## src/rtl/bt_cmd_decoder_pkg.sv

```systemverilog
// Shared definitions for the Bluetooth command decoder: opcodes, parser
// state encoding, ASCII constants and small cursor helpers.
package bt_cmd_pkg;

  localparam int BOARD_N = 9;
  localparam int CW      = 4;  // width of row/column/digit fields

  localparam logic [2:0] OP_SET  = 3'd0;
  localparam logic [2:0] OP_CLR  = 3'd1;
  localparam logic [2:0] OP_CUR  = 3'd2;
  localparam logic [2:0] OP_NEW  = 3'd3;
  localparam logic [2:0] OP_UNDO = 3'd4;

  typedef enum logic [1:0] {
    ST_IDLE  = 2'd0,
    ST_P_ROW = 2'd1,
    ST_P_COL = 2'd2,
    ST_P_DIG = 2'd3
  } state_t;

  localparam logic [7:0] CH_W  = 8'h57;
  localparam logic [7:0] CH_A  = 8'h41;
  localparam logic [7:0] CH_S  = 8'h53;
  localparam logic [7:0] CH_D  = 8'h44;
  localparam logic [7:0] CH_X  = 8'h58;
  localparam logic [7:0] CH_N  = 8'h4E;
  localparam logic [7:0] CH_U  = 8'h55;
  localparam logic [7:0] CH_P  = 8'h50;
  localparam logic [7:0] CH_0  = 8'h30;
  localparam logic [7:0] CH_1  = 8'h31;
  localparam logic [7:0] CH_9  = 8'h39;
  localparam logic [7:0] CH_CR = 8'h0D;
  localparam logic [7:0] CH_LF = 8'h0A;
  localparam logic [7:0] CH_SP = 8'h20;

  // Lowercase letters map onto uppercase by clearing bit 5.
  function automatic logic [7:0] fold_case(input logic [7:0] b);
    return (b >= 8'h61 && b <= 8'h7A) ? (b & 8'hDF) : b;
  endfunction

  function automatic logic [CW-1:0] wrap_inc(input logic [CW-1:0] v);
    return (v == CW'(BOARD_N - 1)) ? '0 : v + CW'(1);
  endfunction

  function automatic logic [CW-1:0] wrap_dec(input logic [CW-1:0] v);
    return (v == '0) ? CW'(BOARD_N - 1) : v - CW'(1);
  endfunction

endpackage

```

## src/rtl/bt_cmd_decoder_if.sv

```systemverilog
// Byte-in / command-out bus of the decoder.
// Handshake: in_en is a one-cycle strobe qualifying in_data (no back-pressure).
// The command side is valid/ready: a command transfers on any edge where
// cmd_valid and cmd_ready are both high; cmd_* fields are stable while
// cmd_valid is high and cmd_ready is low.
interface bt_cmd_decoder_if;
  import bt_cmd_pkg::*;

  logic [7:0]    in_data;
  logic          in_en;
  logic          cmd_ready;
  logic          cmd_valid;
  logic [2:0]    cmd_op;
  logic [CW-1:0] cmd_row;
  logic [CW-1:0] cmd_col;
  logic [CW-1:0] cmd_val;

  modport master (
    output in_data, in_en, cmd_ready,
    input  cmd_valid, cmd_op, cmd_row, cmd_col, cmd_val
  );

  modport slave (
    input  in_data, in_en, cmd_ready,
    output cmd_valid, cmd_op, cmd_row, cmd_col, cmd_val
  );
endinterface

```

## src/rtl/bt_cmd_timer.sv

```systemverilog
// Clearable inter-byte timeout counter. Counts while i_run is high and no
// byte arrives; o_expire is high for one cycle when the count reaches
// CYCLES-1. A byte in the same cycle wins over expiry.
module bt_cmd_timer #(
  parameter int CYCLES = 100
) (
  input  logic clk,
  input  logic rst,
  input  logic i_clear,
  input  logic i_run,
  output logic o_expire
);
  localparam int CNT_W = (CYCLES > 2) ? $clog2(CYCLES) : 1;

  logic [CNT_W-1:0] r_cnt;

  assign o_expire = i_run && !i_clear && (r_cnt == CNT_W'(CYCLES - 1));

  // Count idle cycles; restart on a byte, outside P states, or on expiry.
  always_ff @(posedge clk or negedge rst) begin
    if (!rst)                             r_cnt <= '0;
    else if (i_clear || !i_run || o_expire) r_cnt <= '0;
    else                                  r_cnt <= r_cnt + CNT_W'(1);
  end
endmodule

```

## src/rtl/bt_cmd_decoder.sv

```systemverilog
// ASCII command decoder behind the Bluetooth UART receiver. Decodes single
// key moves/digits and the 4-byte "P r c d" place command, tracks the board
// cursor and holds one decoded command in a valid/ready output register.
// Optional feature: define BT_CMD_TIMEOUT_EN to abort a stalled P command
// after TIMEOUT_CYCLES idle cycles.
module bt_cmd_decoder
  import bt_cmd_pkg::*;
#(
  parameter int TIMEOUT_CYCLES = 50_000_000
) (
  input  logic          clk,
  input  logic          rst,
  bt_cmd_decoder_if.slave bus,
  output logic [CW-1:0] cur_row,
  output logic [CW-1:0] cur_col,
  output logic          err,
  output logic          drop,
  output state_t        dbg_state
);

  state_t        r_state, w_state_nxt;
  logic [CW-1:0] r_cur_row, r_cur_col, r_p_row, r_p_col;
  logic          r_cmd_valid, r_err, r_drop;
  logic [2:0]    r_cmd_op;
  logic [CW-1:0] r_cmd_row, r_cmd_col, r_cmd_val;

  logic [7:0]    w_byte;
  logic          w_is_d19, w_is_d09;
  logic          w_emit, w_bad, w_load, w_expire;
  logic [2:0]    w_op;
  logic [CW-1:0] w_row, w_col, w_val;

  assign w_byte   = fold_case(bus.in_data);
  assign w_is_d19 = (w_byte >= CH_1) && (w_byte <= CH_9);
  assign w_is_d09 = (w_byte >= CH_0) && (w_byte <= CH_9);

`ifdef BT_CMD_TIMEOUT_EN
  bt_cmd_timer #(.CYCLES(TIMEOUT_CYCLES)) u_timer (
    .clk      (clk),
    .rst      (rst),
    .i_clear  (bus.in_en),
    .i_run    (r_state != ST_IDLE),
    .o_expire (w_expire)
  );
`else
  logic w_unused_timeout;
  assign w_unused_timeout = ^TIMEOUT_CYCLES;
  assign w_expire         = 1'b0;
`endif

  // Parser state register.
  always_ff @(posedge clk or negedge rst) begin
    if (!rst) r_state <= ST_IDLE;
    else      r_state <= w_state_nxt;
  end

  // Next parser state: P opens the sequence, bad bytes or timeout close it.
  always_comb begin
    w_state_nxt = r_state;
    if (bus.in_en) begin
      case (r_state)
        ST_IDLE:  if (w_byte == CH_P) w_state_nxt = ST_P_ROW;
        ST_P_ROW: w_state_nxt = w_is_d19 ? ST_P_COL : ST_IDLE;
        ST_P_COL: w_state_nxt = w_is_d19 ? ST_P_DIG : ST_IDLE;
        default:  w_state_nxt = ST_IDLE;
      endcase
    end else if (w_expire) begin
      w_state_nxt = ST_IDLE;
    end
  end

  // Decode the current byte into a candidate command or a protocol error.
  always_comb begin
    w_emit = 1'b0;
    w_bad  = 1'b0;
    w_op   = OP_CUR;
    w_row  = r_cur_row;
    w_col  = r_cur_col;
    w_val  = '0;
    if (bus.in_en) begin
      case (r_state)
        ST_IDLE: begin
          w_emit = 1'b1;
          if      (w_byte == CH_W) w_row = wrap_dec(r_cur_row);
          else if (w_byte == CH_S) w_row = wrap_inc(r_cur_row);
          else if (w_byte == CH_A) w_col = wrap_dec(r_cur_col);
          else if (w_byte == CH_D) w_col = wrap_inc(r_cur_col);
          else if (w_is_d19) begin
            w_op  = OP_SET;
            w_val = w_byte[3:0];
          end
          else if (w_byte == CH_0 || w_byte == CH_X) w_op = OP_CLR;
          else if (w_byte == CH_N) w_op = OP_NEW;
          else if (w_byte == CH_U) w_op = OP_UNDO;
          else begin
            w_emit = 1'b0;
            w_bad  = !(w_byte == CH_P || w_byte == CH_CR ||
                       w_byte == CH_LF || w_byte == CH_SP);
          end
        end
        ST_P_ROW, ST_P_COL: w_bad = !w_is_d19;
        default: begin
          if (w_is_d09) begin
            w_emit = 1'b1;
            w_row  = r_p_row;
            w_col  = r_p_col;
            w_op   = (w_byte == CH_0) ? OP_CLR : OP_SET;
            w_val  = w_byte[3:0];
          end else begin
            w_bad  = 1'b1;
          end
        end
      endcase
    end
  end

  // A command is taken only if the output slot is free or draining now.
  assign w_load = w_emit && (!r_cmd_valid || bus.cmd_ready);

  // Capture the 1-based row/column of a P command as 0-based coordinates.
  always_ff @(posedge clk or negedge rst) begin
    if (!rst) begin
      r_p_row <= '0;
      r_p_col <= '0;
    end else if (bus.in_en && w_is_d19) begin
      if (r_state == ST_P_ROW) r_p_row <= w_byte[3:0] - CW'(1);
      if (r_state == ST_P_COL) r_p_col <= w_byte[3:0] - CW'(1);
    end
  end

  // Cursor follows only commands that were actually accepted.
  always_ff @(posedge clk or negedge rst) begin
    if (!rst) begin
      r_cur_row <= '0;
      r_cur_col <= '0;
    end else if (w_load) begin
      r_cur_row <= w_row;
      r_cur_col <= w_col;
    end
  end

  // One-entry command output register.
  always_ff @(posedge clk or negedge rst) begin
    if (!rst) begin
      r_cmd_valid <= 1'b0;
      r_cmd_op    <= '0;
      r_cmd_row   <= '0;
      r_cmd_col   <= '0;
      r_cmd_val   <= '0;
    end else if (w_load) begin
      r_cmd_valid <= 1'b1;
      r_cmd_op    <= w_op;
      r_cmd_row   <= w_row;
      r_cmd_col   <= w_col;
      r_cmd_val   <= w_val;
    end else if (bus.cmd_ready) begin
      r_cmd_valid <= 1'b0;
    end
  end

  // Single-cycle error and drop pulses.
  always_ff @(posedge clk or negedge rst) begin
    if (!rst) begin
      r_err  <= 1'b0;
      r_drop <= 1'b0;
    end else begin
      r_err  <= w_bad || w_expire;
      r_drop <= w_emit && !w_load;
    end
  end

  assign bus.cmd_valid = r_cmd_valid;
  assign bus.cmd_op    = r_cmd_op;
  assign bus.cmd_row   = r_cmd_row;
  assign bus.cmd_col   = r_cmd_col;
  assign bus.cmd_val   = r_cmd_val;
  assign cur_row       = r_cur_row;
  assign cur_col       = r_cur_col;
  assign err           = r_err;
  assign drop          = r_drop;
  assign dbg_state     = r_state;

endmodule

```

## src/flat_wrapper.sv

```systemverilog
// flat-port wrapper written by rule: the top's interface ports become plain ports
module bt_cmd_decoder_flat import bt_cmd_pkg::*;
#(
  parameter int TIMEOUT_CYCLES = 50_000_000
)
  (clk, rst, cur_row, cur_col, err, drop, dbg_state, bus_in_data, bus_in_en, bus_cmd_ready, bus_cmd_valid, bus_cmd_op, bus_cmd_row, bus_cmd_col, bus_cmd_val);
  bt_cmd_decoder_if bus_i ();
  input  logic clk;
  input  logic rst;
  output logic [CW-1:0] cur_row;
  output logic [CW-1:0] cur_col;
  output logic err;
  output logic drop;
  output state_t dbg_state;
  input wire logic [$bits(bus_i.in_data)-1:0] bus_in_data;
  input wire logic [$bits(bus_i.in_en)-1:0] bus_in_en;
  input wire logic [$bits(bus_i.cmd_ready)-1:0] bus_cmd_ready;
  output wire logic [$bits(bus_i.cmd_valid)-1:0] bus_cmd_valid;
  output wire logic [$bits(bus_i.cmd_op)-1:0] bus_cmd_op;
  output wire logic [$bits(bus_i.cmd_row)-1:0] bus_cmd_row;
  output wire logic [$bits(bus_i.cmd_col)-1:0] bus_cmd_col;
  output wire logic [$bits(bus_i.cmd_val)-1:0] bus_cmd_val;
  assign bus_i.in_data = bus_in_data;
  assign bus_i.in_en = bus_in_en;
  assign bus_i.cmd_ready = bus_cmd_ready;
  assign bus_cmd_valid = bus_i.cmd_valid;
  assign bus_cmd_op = bus_i.cmd_op;
  assign bus_cmd_row = bus_i.cmd_row;
  assign bus_cmd_col = bus_i.cmd_col;
  assign bus_cmd_val = bus_i.cmd_val;
  bt_cmd_decoder #(.TIMEOUT_CYCLES(TIMEOUT_CYCLES)) u_core (.clk(clk), .rst(rst), .bus(bus_i), .cur_row(cur_row), .cur_col(cur_col), .err(err), .drop(drop), .dbg_state(dbg_state));
endmodule
```

## config.mk

```make
export PLATFORM = sky130hd
export DESIGN_NAME = bt_cmd_decoder_flat
export DESIGN_NICKNAME = d
export VERILOG_FILES = /design/src/rtl/bt_cmd_decoder_pkg.sv /design/src/rtl/bt_cmd_decoder_if.sv /design/src/rtl/bt_cmd_timer.sv /design/src/rtl/bt_cmd_decoder.sv /design/src/flat_wrapper.sv
export SDC_FILE = /design/constraint.sdc
export NUM_CORES = 1
export LEC_CHECK = 0
export CORE_MARGIN = 5
export CORE_UTILIZATION = 35
export CTS_CLUSTER_SIZE = 12
export DETAILED_ROUTE_END_ITERATION = 16
export GPL_TIMING_DRIVEN = 0
export PLACE_DENSITY = 0.56
export SYNTH_ARGS = -nofsm -noshare
export SYNTH_HDL_FRONTEND = slang
export SYNTH_SLANG_ARGS = --single-unit
```

## constraint.sdc

```tcl
create_clock -name clk -period 3.1 [get_ports clk]
set_clock_uncertainty 0.05 [all_clocks]
set_input_delay 0.465 -clock clk [delete_from_list [all_inputs] [get_ports clk]]
set_output_delay 0.465 -clock clk [all_outputs]
set_load 0.005 [all_outputs]
```

* Word-level counts from Yosys, hierarchy flattened
Cells that the tools add are included.
** Word-level totals
- Register bits :: 28
- Input port bits :: 12
- Logic and storage cells :: 131
** Cells by class
- Add/sub/neg operators :: 5
- Order comparisons :: 5
- Eq/ne operators :: 21
- Mux-type cells :: 63
- Bitwise logic cells :: 1
- Reduce and logical (&&, ||, !) cells :: 26
** Operators with widths (number)
- two-way mux 4 bit :: 19
- == test 8 x 7 -> 1 bit (second input constant) :: 8
- two-way mux 3 bit :: 10
- one-hot mux 4 bit (2 select lines) :: 3
- two-way mux 1 bit :: 23
- == test 8 x 4 -> 1 bit (second input constant) :: 2
- == test 8 x 6 -> 1 bit (second input constant) :: 2
- >= comparator 8 x 6 -> 1 bit (second input constant) :: 2
- subtractor 4 x 1 -> 4 bit (second input constant) :: 3
- adder 4 x 1 -> 4 bit (second input constant) :: 2
- == test 4 bit (second input constant) :: 2
- >= comparator 8 x 7 -> 1 bit (second input constant) :: 1
- <= comparator 8 x 6 -> 1 bit (second input constant) :: 1
- <= comparator 8 x 7 -> 1 bit (second input constant) :: 1
- logical NOT 4 bit :: 2
- AND reduction 7 bit :: 1
- logical AND 1 bit :: 6
- two-way mux 2 bit :: 3
- two-way mux 6 bit :: 1
- != test 3 x 1 -> 1 bit (second input constant) :: 2
- one-hot mux 2 bit (3 select lines) :: 1
- one-hot mux 3 bit (2 select lines) :: 1
- AND reduction 2 bit :: 3
- logical OR 1 bit :: 5
- 11 further kinds :: 17

* Depth between registers and ports, before layout
- Depth in word-level cells :: 18
- Gate-level depth with buffers :: 10
- Gate-level depth less buffers :: 9

* Worst setup path after synthesis
No wires, ideal clock.
- Path kind :: input to register
- Start :: in bus_in_data[0]
- End :: reg u_core.r_cur_row[2] (netlist: u_core.cur_row[2])
- Arrival :: 2.408 ns
- Data required time :: 2.925 ns
- Path slack :: 0.517 ns
- Stages :: 9
- Cell sequence :: inv_1 -> ha_1 -> or3b_1 -> nor4_2 -> a41oi_1 -> o21ai_2 -> a22oi_4 -> nor4b_4 -> mux2_2
** On the way
- Word-level cells in the longest chain between the ends :: 16
- Elaborated cells on any way between the ends :: 35
- Those cells by class :: 5 x order compare; 9 x eq/ne; 14 x mux; 7 x reduce/logical
** RTL lines
- from (decl) :: RTL line flat_wrapper.sv:15 : input wire logic [$bits(bus_i.in_data)-1:0] bus_in_data;
- >= comparator 8 x 7 -> 1 bit / <= comparator 8 x 7 -> 1 bit (equally long branches) :: RTL line bt_cmd_decoder_pkg.sv:38 : return (b >= 8'h61 && b <= 8'h7A) ? (b & 8'hDF) : b;
- logical AND 1 bit :: RTL line bt_cmd_decoder_pkg.sv:38
- two-way mux 6 bit (*) :: RTL line bt_cmd_decoder_pkg.sv:38
- == test 8 x 7 -> 1 bit :: RTL line bt_cmd_decoder.sv:94 : else if (w_byte == CH_U) w_op = OP_UNDO;
- two-way mux 1 bit :: RTL line bt_cmd_decoder.sv:94
- two-way mux 1 bit :: RTL line bt_cmd_decoder.sv:93 : else if (w_byte == CH_N) w_op = OP_NEW;
- two-way mux 1 bit :: RTL line bt_cmd_decoder.sv:92 : else if (w_byte == CH_0 || w_byte == CH_X) w_op = OP_CLR;
- two-way mux 1 bit :: RTL line bt_cmd_decoder.sv:88 : else if (w_is_d19) begin
- two-way mux 1 bit :: RTL line bt_cmd_decoder.sv:87 : else if (w_byte == CH_D) w_col = wrap_inc(r_cur_col);
- two-way mux 1 bit :: RTL line bt_cmd_decoder.sv:86 : else if (w_byte == CH_A) w_col = wrap_dec(r_cur_col);
- two-way mux 1 bit :: RTL line bt_cmd_decoder.sv:85 : else if (w_byte == CH_S) w_row = wrap_inc(r_cur_row);
- two-way mux 1 bit :: RTL line bt_cmd_decoder.sv:84 : if (w_byte == CH_W) w_row = wrap_dec(r_cur_row);
- one-hot mux 1 bit (2 select lines) :: RTL line bt_cmd_decoder.sv:81 : case (r_state)
- two-way mux 1 bit :: RTL line bt_cmd_decoder.sv:80 : if (bus.in_en) begin
- logical AND 1 bit :: RTL line bt_cmd_decoder.sv:118 : assign w_load = w_emit && (!r_cmd_valid || bus.cmd_ready);
- AND reduction 5 bit (no source line)
- to (signal assigned) :: RTL line bt_cmd_decoder.sv:137 : r_cur_row <= w_row;
- to (decl) :: RTL line bt_cmd_decoder.sv:22 : logic [CW-1:0] r_cur_row, r_cur_col, r_p_row, r_p_col;
Every way passes the cells marked *; elsewhere a longest branch is shown, timed or not.
A chain may end at the register's enable or synchronous reset.

* Final worst setup path
- Start :: in bus_in_data[6]
- End :: reg u_core.r_cur_row[3] (netlist: u_core.cur_row[3])
** On the way
- Word-level cells in the longest chain between the ends :: 16
- Elaborated cells on any way between the ends :: 35
- Those cells by class :: 5 x order compare; 9 x eq/ne; 14 x mux; 7 x reduce/logical
** RTL lines (RTL line)
- >= comparator 8 x 7 -> 1 bit / <= comparator 8 x 7 -> 1 bit (equally long branches) :: bt_cmd_decoder_pkg.sv:38
- logical AND 1 bit :: bt_cmd_decoder_pkg.sv:38
- two-way mux 6 bit :: bt_cmd_decoder_pkg.sv:38
- == test 8 x 7 -> 1 bit :: bt_cmd_decoder.sv:94
- two-way mux 1 bit :: bt_cmd_decoder.sv:94
- two-way mux 1 bit :: bt_cmd_decoder.sv:93
- two-way mux 1 bit :: bt_cmd_decoder.sv:92
- two-way mux 1 bit :: bt_cmd_decoder.sv:88
- two-way mux 1 bit :: bt_cmd_decoder.sv:87
- two-way mux 1 bit :: bt_cmd_decoder.sv:86
- two-way mux 1 bit :: bt_cmd_decoder.sv:85
- two-way mux 1 bit :: bt_cmd_decoder.sv:84
- one-hot mux 1 bit (2 select lines) :: bt_cmd_decoder.sv:81
- two-way mux 1 bit :: bt_cmd_decoder.sv:80
- logical AND 1 bit :: bt_cmd_decoder.sv:118
- AND reduction 5 bit (no source line)
Parallel ways exist; a longest one is shown, timed or not.

==> flow_summary.yaml <==
die:
  rows: 29
  floorplan.initialDensity_pct: 35.6
  core_region_area_um2: 6240
  pin_count: 40
  die_area_um2: 8030
  die-height_um: 89.6
  chipWidth_um: 89.6
routing:
  via_count: 1928
  detail_route.wirelength_mm: 5.25
  drtIter0Drc: 77
  drt_pre_antenna_iters: 4
  route.detailed.vias_per_inst: 5.17
  route.detailed.drc: 0
  drtAntennaViolNets: 0
  wire_per_inst_um: 14.1
logic_synthesis:
  postSynthCellCount: 253
  ys_warn_count: 0
  yosysUniqueCellTypes: 55
  synth_edf_count: 0
  netlist_top_cells_area: "dfrtp_1 32%, ha_1 6.8%, nand2_1 4.7%, mux2i_1 4.5%, o21ai_0 4.5%"
  synth-seq-area-share_pct: 31.6
  netlist_area_um2: 2220
  synth_async_sr_flop_share_pct: 100
  prevailing_post_synth_register_cell: "dfrtp_1"
  synth_top_area_share_pct: 31.6
  postSynthNetCount: 277
  synth-seq-cells: 28
  synth_area_leader_cell: "dfrtp_1"
  syn_area_per_cell_um2: 8.77
flow_run:
  maxCapViolations: 0
clock_tree:
  tritoncts.num_buffers: 3
  cts_htree_levels: 1
  clk_root_buf: "clkbuf_8"
  number_of_clock_sinks: 28
  cts_tree: "done"
  clk_pin_slew_worst_paths_ps: 100
  cts-root-to-sink-buffers: 2
  hold_buffers_post_cts: 0
  worst_skew_pair_latency_ps: 270
timing:
  worst_slew_pin_slew_ps: 636
  postLayoutSetupSlackWorst_ps: 204
  hold_viol: 0
  pins_over_slew_limit: 0
  worst_slew_margin_rel_pct: 57.6
  setup_repair_after_global_routing_missed_its_margin: "false"
  fmaxAchievable_ghz: 0.345
  setup_viol: 0
  timing.final.crit_period_ps: 2900
  final.period_utilization_pct: 93.4
finish:
  design.final.nets: 321
  design_area_um2: 2800
  antenna_diode_count: 0
  fillerInstances: 630
  area.growth.synth_to_final_pct: 26.2
  finished_core_util_pct: 44.9
  post_route_cells_drive_above_1_share_pct: 15.9
global_routing:
  globalRouteOverflowTotal: 0
  grt_pass1_wl_mm: 9.03
  number_of_antenna_violations_at_the_first_check_in_global_routing: 0
  grt_max_degree: 29
  grt_usage_pct: 14.1
  grt_pass1_vias: 1871
power_and_ir_drop:
  lkg_pwr_nw: 1.22
  ir_worst_vdd_v: 0.000339
  power_per_cell_area_nw_per_um2: 582
setup_path:
  critical-path-top-delay-family: "simple AND/OR/NAND/NOR gates"
  cp_data_required_time_ps: 3220
  cp_slowest_cell: "clkdlybuf4s50_1"
  worst-setup-path-type: "input pin to flip-flop"
  critical_path.cell_chain: "clkdlybuf4s50_1, nor2b_1, o221ai_2, o21ai_2, a22oi_4, nor4b_4, mux2_2"
  worst_stage_delay_on_the_critical_path_ps: 660
  crit_buf_inv: 1
  crit_path_max_fanout: 7
  crit_path_end_kind: "flip-flop"
  cp_data_arrival_time_ps: 3010
  worstSetupStartpointType: "input pin"
status:
  run_status: "finished, final reports clean"
placed_design:
  placedInstanceArea_um2: 2690
  pre_cts_ws_ps: -549
  portBuffers: 37
  place.gp.congestion: 0.901
  hpwl_mm: 4.00
worst_hold_path:
  hold_path_class: "input pin to asynchronous set/reset pin"
[flip-flops by register name, indices dropped and copies added (netlist names)]
signal,cells
u_core.bus.cmd_op,3
u_core.bus.cmd_val,4
u_core.bus.cmd_valid,1
u_core.cur_col,4
u_core.cur_row,4
u_core.dbg_state,2
u_core.drop,1
u_core.err,1
u_core.r_p_col,4
u_core.r_p_row,4
[cell usage in the layout (no fill, tap or decap), types with 10 or more instances in the layout]
cell type and n:
buf_4 10, inv_1 17, a21oi_1 16, o21ai_0 20, clkdlybuf4s50_1 34, mux2i_1 10, nor2_1 17, dfrtp_1 28
ha_1 10, nand2_1 28
[cell families (layout without fill, tap and decap cells)]
| group | after synthesis | count (layout) | share of synthesized area, % |
|---|---|---|---|
| AO/OA/AOI/OAI | 61 | 61 | 18.2 |
| XOR/XNOR | 4 | 4 | 1.58 |
| adder cells (fa/ha/maj) | 12 | 12 | 6.76 |
| buffers and inverters | 36 | 79 | 8.00 |
| flip-flops | 28 | 28 | 31.6 |
| multiplexers | 21 | 21 | 11.1 |
| AND/OR/NAND/NOR | 91 | 91 | 22.8 |
[Yosys cell counts (2+ instances only)]
| cell | number |
|---|---|
| dfrtp_1 | 28 |
| nand2_1 | 28 |
| o21ai_0 | 20 |
| inv_1 | 18 |
| nor2_1 | 17 |
| a21oi_1 | 16 |
| ha_1 | 12 |
| mux2i_1 | 10 |
| buf_4 | 8 |
| mux2_2 | 7 |
| nand3_1 | 7 |
| nor2b_1 | 7 |
| nor3_1 | 6 |
| clkbuf_1 | 5 |
| buf_2 | 4 |
| mux2_4 | 3 |
| nand2b_1 | 3 |
| o31ai_1 | 3 |
| xnor2_1 | 3 |
| a211oi_1 | 2 |
| a31oi_1 | 2 |
| a41oi_1 | 2 |
| and2b_1 | 2 |
| and3_1 | 2 |
| and4_1 | 2 |
| nand3b_1 | 2 |
| nand4_1 | 2 |
| nor4_1 | 2 |
| nor4b_1 | 2 |
| o211ai_1 | 2 |
| o32ai_1 | 2 |
[cell type report]
| cell class | count | area, um2 | share of cell area, % |
|---|---|---|---|
| Multi-Input combinational cell | 189 | 1390 | 49.6 |
| Sequential cell | 28 | 701 | 25.0 |
| Timing Repair Buffer | 39 | 382 | 13.6 |
| Buffer | 18 | 110 | 3.93 |
| Tap cell | 77 | 96.3 | 3.44 |
| Inverter | 18 | 67.6 | 2.41 |
| Clock buffer | 4 | 55.1 | 1.97 |
[per-layer routing]
metal	share of wire, %	track usage, %
met1	47	19.7
met4	0.95	2.84
met2	48	23.7
met3	4.0	1.55
met5	0	0
[what timing repair did]
item / in CTS / in global routing
cloned: 0 / 0
setup buffers: 1 / 1
gates resized for setup: 7 / 5
endpoints found under the setup margin: 15 / 15
pin swaps: 1 / 2
[worst paths after layout]
kind	start	to	cells past startpoint	slack (ps)
max in group asynchronous	rst	u_core.r_p_row[2]	1	2440
min	rst	u_core.cur_col[2]	1	150
min reg2reg	u_core.r_p_col[0]	u_core.r_p_col[0]	2	440
max reg2reg	u_core.dbg_state[0]	u_core.cur_row[3]	8	590
max	bus_in_data[6]	u_core.cur_row[3]	7	200
min in group clk	u_core.r_p_col[0]	u_core.r_p_col[0]	2	440
[through the flow]
stage / hold WS (ps) / std cells / setup TNS, ps / power, mW
2_1_floorplan: 119 / 253 / 0 / 1.07
3_3_place_gp: 413 / 367 / -9310 / 1.41
6_report: 154 / 373 / 0 / 1.63
5_1_grt: 196 / 373 / 0 / 1.78
4_1_cts: 439 / 372 / 0 / 1.65
3_5_place_dp: 417 / 367 / -6760 / 1.42
[where the power goes]
group          internal, mW  switching, mW  total (mW)
Combinational         0.464          0.413       0.877
Clock                 0.114          0.113       0.227
Sequential            0.438         0.0875       0.526
[worst register-to-register path, delay by kind of cell, from the launching register on]
kind | cells | cell delay (ps)
compound gates | 1 | 110
fa+ha+maj | 1 | 330
buf+inv | 2 | 290
flops | 1 | 430
mux | 1 | 380
simple gates | 3 | 820
No activity file was read; power rests on OpenSTA's default activity.
